File: src/rtl/enc16to4_seq.sv
// Sequential 16-to-4 priority encoder: serializes set request bits
// lowest index first over a valid/accept handshake. Optional macro: ENC_COUNT_EN adds cnt.
module enc16to4_seq (
  input  logic        clk,
  input  logic        resetn,
  input  logic        En,
  input  logic        load,
  input  logic [15:0] D,
  output logic        ready,
  output logic        valid,
  output logic [3:0]  W,
  input  logic        accept,
`ifdef ENC_COUNT_EN
  output logic [4:0]  cnt,
`endif
  output logic        done
);

  typedef enum logic {
    S_IDLE,
    S_SCAN
  } state_t;

  state_t      r_state;
  state_t      w_state_n;
  logic [15:0] r_pend;
  logic [15:0] w_pend_n;
  logic        r_done;
  logic        w_done_n;
  logic [3:0]  w_idx;
  logic        w_valid;
  logic        w_take;

`ifdef ENC_COUNT_EN
  logic [4:0]  r_cnt;
  logic [4:0]  w_cnt_n;

  function automatic logic [4:0] f_pop(input logic [15:0] v);
    logic [4:0] n;
    n = '0;
    for (int i = 0; i < 16; i++)
      n = n + {4'd0, v[i]};
    return n;
  endfunction
`endif

  // Lowest set bit of the pending vector
  always_comb begin
    w_idx = '0;
    for (int i = 15; i >= 0; i--)
      if (r_pend[i]) w_idx = 4'(i);
  end

  assign w_valid = (r_state == S_SCAN) & En & (|r_pend);
  assign w_take  = w_valid & accept;
  assign ready   = (r_state == S_IDLE);
  assign valid   = w_valid;
  assign W       = w_valid ? w_idx : 4'd0;
  assign done    = r_done;
`ifdef ENC_COUNT_EN
  assign cnt     = r_cnt;
`endif

  // Next-state: capture on load, clear one bit per handshake
  always_comb begin
    w_state_n = r_state;
    w_pend_n  = r_pend;
    w_done_n  = 1'b0;
`ifdef ENC_COUNT_EN
    w_cnt_n   = r_cnt;
`endif
    unique case (r_state)
      S_IDLE: begin
        if (load) begin
          if (|D) begin
            w_pend_n  = D;
            w_state_n = S_SCAN;
`ifdef ENC_COUNT_EN
            w_cnt_n   = f_pop(D);
`endif
          end else begin
            w_done_n  = 1'b1;
          end
        end
      end
      S_SCAN: begin
        if (w_take) begin
          w_pend_n = r_pend & ~(16'd1 << w_idx);
`ifdef ENC_COUNT_EN
          w_cnt_n  = r_cnt - 5'd1;
`endif
          if (w_pend_n == 16'd0) begin
            w_state_n = S_IDLE;
            w_done_n  = 1'b1;
          end
        end
      end
      default: begin
        w_state_n = S_IDLE;
        w_pend_n  = '0;
      end
    endcase
  end

  // State, pending vector and done pulse registers
  always_ff @(posedge clk or negedge resetn) begin
    if (!resetn) begin
      r_state <= S_IDLE;
      r_pend  <= '0;
      r_done  <= 1'b0;
    end else begin
      r_state <= w_state_n;
      r_pend  <= w_pend_n;
      r_done  <= w_done_n;
    end
  end

`ifdef ENC_COUNT_EN
  // Pending-bit counter
  always_ff @(posedge clk or negedge resetn) begin
    if (!resetn) r_cnt <= '0;
    else         r_cnt <= w_cnt_n;
  end
`endif

endmodule

File: config.mk
export PLATFORM = sky130hd
export DESIGN_NAME = enc16to4_seq
export DESIGN_NICKNAME = d
export VERILOG_FILES = /design/src/rtl/enc16to4_seq.sv
export SDC_FILE = /design/constraint.sdc
export NUM_CORES = 1
export LEC_CHECK = 0
export ABC_AREA = 1
export CAP_MARGIN = 40
export CORE_MARGIN = 10
export CORE_UTILIZATION = 40
export CTS_CLUSTER_DIAMETER = 200
export DETAILED_ROUTE_END_ITERATION = 12
export PLACE_DENSITY_LB_ADDON = 0.15
export SLEW_MARGIN = 20
export SYNTH_ARGS = -nofsm -noshare
export SYNTH_HDL_FRONTEND = slang
export SYNTH_SLANG_ARGS = --single-unit
File: constraint.sdc
create_clock -name clk -period 5 [get_ports clk]
set_input_delay 1 -clock clk [delete_from_list [all_inputs] [get_ports clk]]
set_output_delay 1 -clock clk [all_outputs]
set_load 0.05 [all_outputs]
==> summary.md, run 1 <==
| Metric | Value |
|---|---|
| Status | `finished, final reports clean` |
| Final-report hold violation count | `0` |
| Skew-Pair Late Insertion Delay | `0.26 ns` |
| Mean post-synth cell area | `7.39 um2` |
| Cell with the most instances after synthesis | `nand2_1` |
| Die H | `81.7 um` |
| Core footprint | `3660 um2` |
| CTS Buffer Depth | `2` |
| Fmax | `281 MHz` |
| Clk sinks | `18` |
| Cell taking the most area after synthesis | `dfrtp_1` |
| CP Capture Type | `output port` |
| CTS Buf Count | `3` |
| Hold path start | `r_pend[15]` |
| Multi-input logic area | `928 um2` |
| Clk_skew | `0.00401 ns` |
| Worst-path maximum fanout | `4` |
| Synth warn | `0` |
| Pleak | `0.859 nW` |
| Most frequent cells after synthesis | `nand2_1 (42), dfrtp_1 (18), nor2_1 (17), inv_1 (15), inv_2 (13)` |
| Die area | `6670 um2` |
| Register Area | `450 um2` |
| Clk root buf | `clkbuf_8` |
| Port Buffers | `27` |
| Initial antenna violation count | `0` |
| Drt total wl | `4.00 mm` |
| Vias per cell | `5.33` |
| Crit Reg-Reg Startpoint | `r_state` |
| First-pass GRT wire length | `6.75 mm` |
| Post-DP HPWL | `3.26 mm` |
| Synth Instances | `206` |
| CP Cell Sequence | `clkdlybuf4s50_1, nand3_2, nor2_1, clkdlybuf4s50_1` |
| Area added between synthesis and finish | `23.4%` |
| Row cnt | `22` |
| Arrival @ worst endpoint | `2.55 ns` |
| 1st-pass router iterations | `4` |
| Pwr Density | `653 nW/um2` |
| Slew @ Worst Pin | `0.511 ns` |
| Post-CTS setup buffer count | `0` |
| Max_cap viols | `0` |
| Cell area after synthesis | `1520 um2` |
| Register-to-Register Setup Slack | `2.82 ns` |
| WHS Path Cells | `2` |
| Ys async rst share | `1.00` |
| Routability cong. | `0.831` |
| Total grt overflow | `0` |
| Htree depth | `1` |
| Net Count, Synth | `227` |
| DR vias | `1488` |
| Yosys cell types | `27` |
| Worst Path Required | `4.00 ns` |
| Ys flop type | `dfrtp_1` |
| Post-synth EDFFs | `0` |
| Layout cell share with drive strength beyond 1 | `0.225` |
| Total power | `0.00123 W` |
| Unrepaired setup endpoints after global routing | `no` |
| WS Path Type | `in -> out` |
| Share of the synthesized area in the top cell type | `0.296` |
| Die W | `81.7 um` |
| Io pins | `28` |
| Clock slew at reported path FFs | `0.07 ns` |
| Cell mode on critical path | `clkdlybuf4s50_1` |
| Post-synthesis register bit count | `18` |
| CTS tree | `done` |
| Rel. slew slack | `0.659` |
| DRC errors left | `0` |
| Min Tclk post-route | `3.55 ns` |
| Worst slack, placed | `1.44 ns` |
| Fill count | `380` |
| Startpoint Class | `input port` |
| Final #Nets | `254` |
| Setup slack after layout | `1.45 ns` |
| Total GRT Usage | `0.127` |
| R2R cell count | `9` |
| Setup TNS | `0 ns` |
| Initial Util | `0.416` |
| Delay of the slowest cell on the worst path | `0.81 ns` |
| CP max stage cell | `clkdlybuf4s50_1` |
| # resized after CTS | `0` |
| Hold Path Sink | `r_pend[15]` |
| # setup viols final | `0` |
| Number of global-route vias before repair | `1425` |
| Worst ir drop on vdd | `0.000205 V` |
| Final Max Slew Viols | `0` |
| # hold bufs at CTS | `0` |
| First DRT Iteration DRCs | `141` |
| HP Class | `reg -> reg` |
| RR Endpoint | `r_pend[12]` |
| Inserted Diodes | `0` |
| Top post-synthesis cells by area | `dfrtp_1 (30%), nand2_1 (10%), nor2_1 (4.2%)` |
| Sequential area share after synthesis | `0.296` |
| Wire per inst | `14.4 um` |
| Worst Hold Slack | `0.576 ns` |
| Largest net degree at the start of global routing | `33` |
| Period utilization | `0.711` |
| Antenna viol nets, final | `0` |
[worst max-delay path, delay by kind of cell]
| family | cells | cell delay, ns |
|---|---|---|
| AND/OR/NAND/NOR | 2 | 0.24 |
| buffers and inverters | 2 | 1.31 |
[worst max-delay path by stage]
| stage | slack (ns) | from | endpoint |
|---|---|---|---|
| 2_1_floorplan | 2.13 | r_pend[14] | W[0] |
| 3_3_place_gp | 1.47 | En | W[0] |
| 3_5_place_dp | 1.44 | En | W[1] |
| 4_1_cts | 1.43 | En | W[1] |
| 5_1_grt | 1.27 | r_pend[14] | W[0] |
| 6_report | 1.45 | En | W[1] |
[final cells by class]
type | count | share of cell area
Multi-Input combinational cell | 153 | 0.494
Sequential cell | 18 | 0.240
Timing Repair Buffer | 29 | 0.156
Inverter | 28 | 0.0560
Tap cell | 48 | 0.0320
Clock buffer | 3 | 0.0220
[kinds of logic (layout without fill, tap and decap cells)]
logic type / Yosys count / after routing / synth area share
and+or+nand+nor: 103 / 103 / 0.387
DFF: 18 / 18 / 0.296
AOI/OAI and AO/OA: 50 / 50 / 0.223
buffers and inverters: 35 / 60 / 0.0937
[cell usage in the layout, fill, tap and decap left out, types with 6 or more instances in the layout]
cell type	synthesis	routed
nor2_1	17	17
o22ai_1	8	8
clkdlybuf4s50_1	0	27
dfrtp_1	18	18
o21ai_2	7	7
o21ai_1	10	10
inv_2	13	13
a21oi_1	6	6
inv_1	15	15
nand3_1	7	7
o21ai_0	8	8
o211ai_1	7	7
nand2_1	42	42
nand4_1	6	6
[flip-flops by register name (all words and copies together), names as in the netlist]
register and cells:
r_pend 16, done 1, r_state 1
[through the flow]
| step | utilization | instances | instance area [um2] |
|---|---|---|---|
| after floorplan | - | 206 | 1520 |
| after global placement | 0.498 | 275 | 1820 |
| after detailed placement | 0.502 | 276 | 1840 |
| after CTS | 0.513 | 279 | 1880 |
| after global routing | 0.513 | 279 | 1880 |
| final | 0.513 | 279 | 1880 |
[power breakdown]
group          switching (W)  internal [W]  total [W]
clock              0.0000510     0.0000536   0.000105
combinational       0.000573      0.000294   0.000867
sequential         0.0000582      0.000196   0.000254
[layer usage]
metal / part of all wire / global-route usage / up-vias / wire (um)
met5: 0 / 0 / - / 0
met3: 0.071 / 0.0262 / 7 / 283
met4: 0.015 / 0.0408 / 0 / 61
met1: 0.48 / 0.180 / 681 / 1910
met2: 0.44 / 0.189 / 44 / 1750
li1: - / - / 756 / -
Note: power is estimated with default switching activity, not from simulation.
==> inputs of run 2 (changes only) <==
- clock period: 5 -> 3.35 ns (I/O delays scaled with it)
==> run 2 against run 1 <==
  * Global-route usage is 0.37 points higher
  * Sequential share of layout area hardly changed
  * Highest routed layer unchanged
  * Largest power group unchanged
  * Non-clock buffer count did not move
  * First-iteration DRC count fell by 25%
  * Via count increased by 0.74%
  * Power grew 49%
  * Utilization is 0.068 points higher
  * Worst setup slack worse by 1.2 ns
  * Clock skew fell by 0.00090 ns
  * Critical path depth up 2
  * Sequential power is 49% higher
==> summary.md, run 2 (synthesized netlist as in run 1, its figures left out) <==
| Metric | Value |
|---|---|
| Commonest non-fill, non-tap cell in the layout | `nand2_1` |
| Io pins | `28 (unchanged)` |
| Clock slew at reported path FFs | `0.07 ns (about the same)` |
| Gr busiest metal | `met2` |
| Clk_skew | `0.00310 ns (-0.000902 ns)` |
| Rel. slew slack | `0.661 (+0.00276)` |
| R2R cell count | `14 (+5)` |
| Wire per inst | `14.9 um (+3.6%)` |
| HP Class | `reg -> reg` |
| Drt total wl | `4.15 mm (+3.6%)` |
| DRC errors left | `0 (unchanged)` |
| Arrival @ worst endpoint | `2.44 ns (-0.11 ns)` |
| Port Buffers | `27 (unchanged)` |
| # setup viols final | `0 (unchanged)` |
| CTS Buf Count | `3 (unchanged)` |
| GR Util met3 | `0.0262 (unchanged)` |
| Met2 Usage GRT | `0.201 (+0.0126)` |
| Clk root buf | `clkbuf_8` |
| CP Capture Type | `output port` |
| Total GRT Usage | `0.131 (+0.00372)` |
| Total power | `0.00183 W (+49%)` |
| Core footprint | `3660 um2 (unchanged)` |
| Fill count | `373 (-1.8%)` |
| Vias per cell | `5.37 (+0.74%)` |
| Worst-path maximum fanout | `7 (+3)` |
| Pleak | `0.873 nW (+1.7%)` |
| Largest net degree at the start of global routing | `33 (unchanged)` |
| Final-report hold violation count | `0 (unchanged)` |
| Startpoint Class | `register` |
| Final Max Slew Viols | `0 (unchanged)` |
| Die W | `81.7 um (unchanged)` |
| Die area | `6670 um2 (unchanged)` |
| Status | `finished, final reports clean` |
| Final #Nets | `254 (unchanged)` |
| Slew @ Worst Pin | `0.507 ns (-0.00337 ns)` |
| Multi-input logic area | `928 um2 (unchanged)` |
| Max_cap viols | `0 (unchanged)` |
| First DRT Iteration DRCs | `106 (-25%)` |
| Most flop-heavy register | `r_pend` |
| Row cnt | `22 (unchanged)` |
| Htree depth | `1 (unchanged)` |
| Worst ir drop on vdd | `0.000350 V (+71%)` |
| Initial Util | `0.416 (unchanged)` |
| Layout cell share with drive strength beyond 1 | `0.225 (unchanged)` |
| Clk sinks | `18 (unchanged)` |
| Number of global-route vias before repair | `1448 (+1.6%)` |
| Unrepaired setup endpoints after global routing | `no` |
| CP max stage cell | `clkdlybuf4s50_1` |
| Period utilization | `0.929` |
| # hold bufs at CTS | `0 (unchanged)` |
| CP Cell Sequence | `nor4_4, nand2_2, a21oi_4, inv_2, nor2_1, clkdlybuf4s50_1` |
| Pwr Density | `974 nW/um2 (+49%)` |
| Register Area | `450 um2 (unchanged)` |
| CTS Buffer Depth | `2 (unchanged)` |
| WHS Path Cells | `2 (unchanged)` |
| Max reg flops | `16 (unchanged)` |
| 1st-pass router iterations | `4 (unchanged)` |
| Worst Path Required | `2.68 ns (-1.32 ns)` |
| Delay of the slowest cell on the worst path | `0.81 ns (about the same)` |
| Fmax | `321 MHz` |
| Total grt overflow | `0 (unchanged)` |
| CTS tree | `done` |
| DR vias | `1499 (+0.74%)` |
| Inserted Diodes | `0 (unchanged)` |
| Antenna viol nets, final | `0 (unchanged)` |
| Setup TNS | `0 ns (unchanged)` |
| Routing usage on met1 | `0.174 (-0.00543)` |
| Skew-Pair Late Insertion Delay | `0.26 ns (about the same)` |
| Area added between synthesis and finish | `23.6%` |
| Initial antenna violation count | `0 (unchanged)` |
| Post-DP HPWL | `3.37 mm (+3.2%)` |
| Most frequent cells in the layout | `nand2_1 (42), clkdlybuf4s50_1 (26), dfrtp_1 (18)` |
| Routability cong. | `0.910 (+9.6%)` |
| Min Tclk post-route | `3.11 ns` |
| WS Path Type | `reg -> out` |
| First-pass GRT wire length | `6.89 mm (+2.1%)` |
| Die H | `81.7 um (unchanged)` |
run 2: area by class of cell:
class                           count  area share
Sequential cell                    18       0.240
Multi-Input combinational cell    153       0.494
Tap cell                           48      0.0319
Timing Repair Buffer               29       0.157
Inverter                           28      0.0559
Clock buffer                        3      0.0220
run 2: metal layers:
metal | up-vias | share of wire
met3 | 4 | 0.051
met1 | 697 | 0.48
met2 | 37 | 0.46
li1 | 761 | -
met5 | - | 0
met4 | 0 | 0.016
run 2: power breakdown:
group,switching (W),internal (W),total [W]
clock,0.0000747,0.0000801,0.000155
combinational,0.000862,0.000437,0.00130
sequential,0.0000852,0.000293,0.000378
total,0.00102,0.000810,0.00183
run 2: final timing paths:
kind | startpoint | to | slack [ns]
min in group asynchronous | resetn | r_pend[15] | 0.72
hold reg to reg | r_pend[0] | r_pend[0] | 0.59
max in group asynchronous | resetn | r_pend[0] | 2.21
hold / removal | r_pend[0] | r_pend[0] | 0.59
setup / recovery | r_pend[10] | W[2] | 0.24
setup reg to reg | r_pend[5] | r_state | 1.19
run 2: worst max-delay path, delay by kind of cell, from the launching register on:
kind                   cells  cell delay (ns)
AO/OA/AOI/OAI              1             0.26
buffers and inverters      2             0.94
flip-flops                 1             0.45
AND/OR/NAND/NOR            3             0.54
run 2: repair_timing:
item,CTS,global route
setup endpoints to repair,0,1
endpoints found under the hold margin,0,0
resized for setup,0,1
buffers inserted,0,0
run 2: per-stage QoR:
| step | util | cells | instance area (um2) | setup WS [ns] | hold slack [ns] |
|---|---|---|---|---|---|
| floorplan | - | 206 | 1520 | 0.811 | 0.374 |
| finish | 0.514 | 279 | 1880 | 0.238 | 0.592 |
| global route | 0.514 | 279 | 1880 | 0.0859 | 0.633 |
| detailed placement | 0.502 | 276 | 1840 | 0.453 | 0.580 |
| global placement | 0.498 | 275 | 1820 | 0.463 | 0.564 |
| CTS | 0.513 | 279 | 1880 | 0.169 | 0.597 |
